===== src/rtl/vram_arbiter.sv =====
// vram_arbiter: shares a single-port 1-bit frame buffer between display
// scan-out (fixed priority), a FIFO-buffered writer port and a clear-screen
// sequencer that fills every pixel with one colour bit.
module vram_arbiter #(
  parameter int ADDR_W     = 19,
  parameter int DEPTH      = 307200,
  parameter int FIFO_DEPTH = 4
) (
  input  logic              clock,
  input  logic              reset,
  input  logic              disp_active,
  input  logic [ADDR_W-1:0] disp_add,
  output logic              disp_data,
  output logic              disp_valid,
  input  logic              wr_valid,
  output logic              wr_ready,
  input  logic [ADDR_W-1:0] wr_add,
  input  logic              wr_data,
  input  logic              clr_start,
  input  logic              clr_data,
  output logic              clr_busy,
  output logic              clr_done,
  output logic [ADDR_W-1:0] mem_add,
  output logic              mem_wren,
  output logic              mem_wdata,
  input  logic              mem_rdata
);

  localparam int                PTR_W    = $clog2(FIFO_DEPTH);
  // One extra bit so DEPTH can equal 2**ADDR_W without wrapping to zero.
  localparam logic [ADDR_W:0]   DEPTH_X  = (ADDR_W+1)'(DEPTH);
  localparam logic [ADDR_W-1:0] LAST_ADD = ADDR_W'(DEPTH - 1);
  localparam logic [PTR_W:0]    FULL_CNT = (PTR_W+1)'(FIFO_DEPTH);

  typedef enum logic [1:0] {
    IDLE  = 2'd0,
    FLUSH = 2'd1,
    CLEAR = 2'd2
  } state_t;

  state_t            state;
  state_t            state_nxt;

  logic [ADDR_W-1:0] fifo_add [FIFO_DEPTH];
  logic              fifo_dat [FIFO_DEPTH];
  logic [PTR_W-1:0]  wr_ptr;
  logic [PTR_W-1:0]  rd_ptr;
  logic [PTR_W:0]    count;

  logic [ADDR_W-1:0] clr_cnt;
  logic              clr_fill;

  logic              fifo_empty;
  logic              push;
  logic              pop;
  logic              head_in_range;
  logic              clr_slot;
  logic              clr_last;

  logic              vld_p0;
  logic              vld_p1;

  assign fifo_empty    = (count == '0);
  // No bypass: a full FIFO refuses a push even when it pops this cycle.
  assign wr_ready      = ~reset & (count < FULL_CNT) & (state == IDLE);
  assign push          = wr_valid & wr_ready;
  // The display owns the RAM whenever it is active; the FIFO only drains
  // outside the fill phase (it is already empty by then anyway).
  assign pop           = ~disp_active & ~fifo_empty & (state != CLEAR);
  assign head_in_range = ({1'b0, fifo_add[rd_ptr]} < DEPTH_X);
  assign clr_slot      = (state == CLEAR) & ~disp_active;
  assign clr_last      = clr_slot & (clr_cnt == LAST_ADD);
  assign clr_busy      = (state != IDLE);

  // State register.
  always_ff @(posedge clock or posedge reset) begin
    if (reset) state <= IDLE;
    else       state <= state_nxt;
  end

  // Next-state logic: flush queued writes before the fill so they get overwritten.
  always_comb begin
    state_nxt = state;
    unique case (state)
      IDLE:    if (clr_start)  state_nxt = FLUSH;
      FLUSH:   if (fifo_empty) state_nxt = CLEAR;
      CLEAR:   if (clr_last)   state_nxt = IDLE;
      default:                 state_nxt = IDLE;
    endcase
  end

  // Clear address counter, restarted from zero while flushing.
  always_ff @(posedge clock or posedge reset) begin
    if (reset) begin
      clr_cnt <= '0;
    end else if (state == FLUSH) begin
      clr_cnt <= '0;
    end else if (clr_slot) begin
      clr_cnt <= clr_cnt + 1'b1;
    end
  end

  // Fill colour captured when a clear is accepted.
  always_ff @(posedge clock) begin
    if ((state == IDLE) && clr_start) clr_fill <= clr_data;
  end

  // FIFO storage; contents are meaningless until counted in.
  always_ff @(posedge clock) begin
    if (push) begin
      fifo_add[wr_ptr] <= wr_add;
      fifo_dat[wr_ptr] <= wr_data;
    end
  end

  // FIFO pointers and occupancy.
  always_ff @(posedge clock or posedge reset) begin
    if (reset) begin
      wr_ptr <= '0;
      rd_ptr <= '0;
      count  <= '0;
    end else begin
      if (push) wr_ptr <= wr_ptr + 1'b1;
      if (pop)  rd_ptr <= rd_ptr + 1'b1;
      unique case ({push, pop})
        2'b10:   count <= count + 1'b1;
        2'b01:   count <= count - 1'b1;
        default: count <= count;
      endcase
    end
  end

  // RAM port slot: display read, clear fill, FIFO write, or idle (address holds).
  always_ff @(posedge clock or posedge reset) begin
    if (reset) begin
      mem_add   <= '0;
      mem_wren  <= 1'b0;
      mem_wdata <= 1'b0;
      clr_done  <= 1'b0;
    end else begin
      mem_wren <= 1'b0;
      clr_done <= clr_last;
      if (disp_active) begin
        mem_add <= disp_add;
      end else if (clr_slot) begin
        mem_add   <= clr_cnt;
        mem_wdata <= clr_fill;
        mem_wren  <= 1'b1;
      end else if (pop && head_in_range) begin
        mem_add   <= fifo_add[rd_ptr];
        mem_wdata <= fifo_dat[rd_ptr];
        mem_wren  <= 1'b1;
      end
    end
  end

  // Display read return: address registered (p0), RAM data out (p1), captured.
  always_ff @(posedge clock or posedge reset) begin
    if (reset) begin
      vld_p0     <= 1'b0;
      vld_p1     <= 1'b0;
      disp_valid <= 1'b0;
      disp_data  <= 1'b0;
    end else begin
      // p0: read address on mem_add
      vld_p0     <= disp_active;
      // p1: mem_rdata valid
      vld_p1     <= vld_p0;
      // output: capture pixel
      disp_valid <= vld_p1;
      if (vld_p1) disp_data <= mem_rdata;
    end
  end

endmodule


===== config.mk =====
export PLATFORM = sky130hd
export DESIGN_NAME = vram_arbiter
export DESIGN_NICKNAME = d
export VERILOG_FILES = /design/src/rtl/vram_arbiter.sv
export SDC_FILE = /design/constraint.sdc
export NUM_CORES = 1
export LEC_CHECK = 0
export ABC_AREA = 1
export BUFFER_PORTS_ARGS = -buffer_cell sky130_fd_sc_hd__clkbuf_2
export CELL_PAD_IN_SITES_DETAIL_PLACEMENT = 0
export CELL_PAD_IN_SITES_GLOBAL_PLACEMENT = 1
export CORE_MARGIN = 2
export CORE_UTILIZATION = 50
export CTS_BUF_LIST = sky130_fd_sc_hd__clkbuf_2 sky130_fd_sc_hd__clkbuf_4 sky130_fd_sc_hd__clkbuf_8
export DETAILED_ROUTE_END_ITERATION = 8
export GPL_ROUTABILITY_DRIVEN = 0
export PLACE_DENSITY_LB_ADDON = 0.1
export SYNTH_ARGS = -nofsm -noshare
export SYNTH_HDL_FRONTEND = slang
export SYNTH_SLANG_ARGS = --single-unit
export TNS_END_PERCENT = 10

===== constraint.sdc =====
create_clock -name clock -period 3.83 [get_ports clock]
set_clock_uncertainty 0.1 [all_clocks]
set_input_delay 0.766 -clock clock [delete_from_list [all_inputs] [get_ports clock]]
set_output_delay 0.766 -clock clock [all_outputs]
set_load 0.005 [all_outputs]

==> results.md <==
- Run status: finished, violations left
- Failing checks: design-rule violations
- Ys async rst share: 0.400
- # setup viols final: 0
- Worst skew pair latency: 460 ps
- Root Buffer: clkbuf_8
- Clock transition at path regs: 80 ps
- Hold Path Class: register to register
- Leak: 3.05 nW
- Avg Cell Area, Syn: 9.85 um2
- Hold_ws: 256 ps
- Seq/Total Area, Yosys: 0.638
- Core Box Area: 0.0115 mm2
- Worst Path Buf+Inv: 2
- Antenna violations before repair: 0
- ANT nets after route: 0
- Critical path arrival: 2750 ps
- CP Launch Point: rd_ptr[1]$_DFFE_PP0P_
- Final min period: 2500 ps
- Fin nets: 732
- Max Slew Vio Count: 0
- Slowest stage delay, CP: 400 ps
- Worst R2R Start: rd_ptr[1]$_DFFE_PP0P_
- Synth Instances: 602
- Die height: 113 um
- Initial Utilization: 0.515
- TritonCTS clock tree: built
- N_diodes: 0
- Dominant cell by count in the synthesized netlist: nand2_1
- Post-CTS Setup Bufs: 0
- Max cap viols: 0
- HPWL Detailed: 9140 um
- Num CTS Buffers: 17
- Yosys warning count: 0
- Die W: 113 um
- Synth Cell Area: 0.00593 mm2
- Port bufs: 71
- Critical-path top delay cell: inv_1
- Cts repair resizes: 0
- Share of layout cells above drive strength 1: 0.175
- Critical Path RT: 4080 ps
- RSZ-0062 raised after global routing: false
- Largest net degree at the start of global routing: 42
- Area delta synth->final: 14.9%
- Hold Vio Cnt, Final: 0
- Drt total wl: 13600 um
- Register bit count reported by yosys: 135
- Post-synth EDFFs: 81
- Main synth FF type: edfxtp_1
- Critical Path Start Type: register
- Fmax: 400 MHz
- Max-slew headroom: 0.399
- Maximum root-to-sink buffer count: 2
- Period utilisation layout: 0.654
- Pwr per Cell Area: 644 mW/mm2
- Htree depth: 4
- CP top delay family: simple AND/OR/NAND/NOR gates
- Residual DRC: 6
- CP most frequent cell: nand2_1
- Post-synth top cells: nand2_1, edfxtp_1, inv_1, dfrtp_1, nor2_1
- Largest cells by area after synthesis: edfxtp_1, dfrtp_1, nand2_1
- Setup TNS: 0 ps
- Vias in the first global route: 4217
- FP Rows: 39
- Worst Hold Launch: vld_p0$_DFF_PP0_
- Detailed Routing Iterations Pass 1: 6
- Top-area cell type share of the netlist area: 0.410
- GRT Overall Usage: 0.227
- Total global routing overflow: 0
- Initial detailed-routing violation count: 264
- Nature of the critical path endpoint: register
- CTS sink cnt: 135
- Worst setup path class: register to register
- Synth unique cells: 33
- First-pass GRT wire length: 21700 um
- I/O pin cnt: 72
- Vias per cell: 5.24
- Slew @ Worst Pin: 901 ps
- Hold_buf cts: 0
- Mapped Nets: 655
- Die area: 0.0127 mm2
- Worst vdd ir: 0.000302 V
- Via Count: 4378
- Area leader, netlist: edfxtp_1
- Max FO, Critical Path: 22
- Critical Path, Cell by Cell: inv_1 > buf_4 > nand3_1 > nand2_1 > nand2_1 > nand2_1 > nand2_1 > nand2_2 > nand2_4 > nand2_1 > nand2_1
- WL/cell: 16.3 um
==> layout by cell type (no fill, tap or decap), types with 2 or more instances in the layout <==
cell type   Yosys  layout
a22oi_1         9       9
nor3_1          6       6
buf_4           2      11
nor2_1         54      54
ha_1            6       6
clkinvlp_4      0       3
nand4_1         5       5
edfxtp_1       81      81
o22ai_1         9       9
a21oi_1        18      18
inv_6           0       4
clkbuf_4        0       2
o211ai_1        3       3
clkbuf_8        0      17
clkinv_4        0       3
o32ai_1         2       2
o21ai_0        45      45
inv_2           2       3
clkbuf_2        0      71
inv_1          65      64
dfrtp_1        54      54
nand3_1        48      48
xor2_1          3       3
nand2_1       156     156
==> sequential cells by signal, summed over array words and instances (netlist names) <==
signal / cells
mem_wren: 1
count: 3
mem_wdata: 1
disp_data: 1
clr_cnt: 19
disp_valid: 1
fifo_add: 76
state: 2
clr_done: 1
wr_ptr: 2
mem_add: 19
vld_p1: 1
vld_p0: 1
fifo_dat: 4
clr_fill: 1
rd_ptr: 2
==> layer usage <==
layer  global-route usage  routed length, um  up-vias  part of all wire
met5                    0                  0        -                 0
met1                0.314               6240     2066              0.46
met2                0.354               6390      123              0.47
li1                     -                  -     2169                 -
met4               0.0959                272        0             0.020
met3               0.0455                734       20             0.054
==> final timing paths <==
kind | to | slack [ps] | cells past startpoint
hold reg to reg | vld_p1$_DFF_PP0_ | 260 | 0
setup reg to reg | mem_add[18]$_DFFE_PP0P_ | 1330 | 11
hold / removal | vld_p1$_DFF_PP0_ | 260 | 0
min in group asynchronous | mem_add[3]$_DFFE_PP0P_ | 380 | 2
max in group asynchronous | mem_add[18]$_DFFE_PP0P_ | 2490 | 3
setup / recovery | mem_add[18]$_DFFE_PP0P_ | 1330 | 11
==> kinds of logic (layout without fill, tap and decap cells) <==
logic type / count (synthesis) / after routing / synth area share
XOR/XNOR: 4 / 4 / 0.00591
adder cells (fa/ha/maj): 7 / 7 / 0.0160
AO/OA/AOI/OAI: 92 / 92 / 0.0891
AND/OR/NAND/NOR: 272 / 272 / 0.189
flip-flops: 135 / 135 / 0.638
buffers and inverters: 91 / 181 / 0.0603
multiplexers: 1 / 1 / 0.00190
==> per-stage QoR <==
step,std cells,cell area (um2),power [W],worst slack [ps],util
final,835,6810,0.00439,1330,0.591
after global routing,835,6810,0.00468,1070,0.591
after CTS,835,6810,0.00442,1300,0.591
after detailed placement,803,6440,0.00332,1110,0.559
after global placement,803,6440,0.00328,1190,0.559
after floorplan,602,5930,0.00280,1190,-
==> layout make-up <==
cell class | instances | area, um2
clock buffers | 19 | 249
clock inverters | 13 | 123
fillers | 1017 | 4700
inverters | 67 | 251
multi-input cells | 376 | 1790
flip-flops and latches | 135 | 3780
well taps | 143 | 179
repair buffers | 82 | 438
==> power breakdown <==
part           leakage [nW]  switching [W]  total, W  internal [W]
Clock                 0.182       0.000579   0.00111      0.000533
Sequential             1.42       0.000114   0.00186       0.00175
Combinational          1.45       0.000951   0.00141      0.000461
Total                  3.05        0.00164   0.00439       0.00274
No activity file was read; power rests on OpenSTA's default activity.
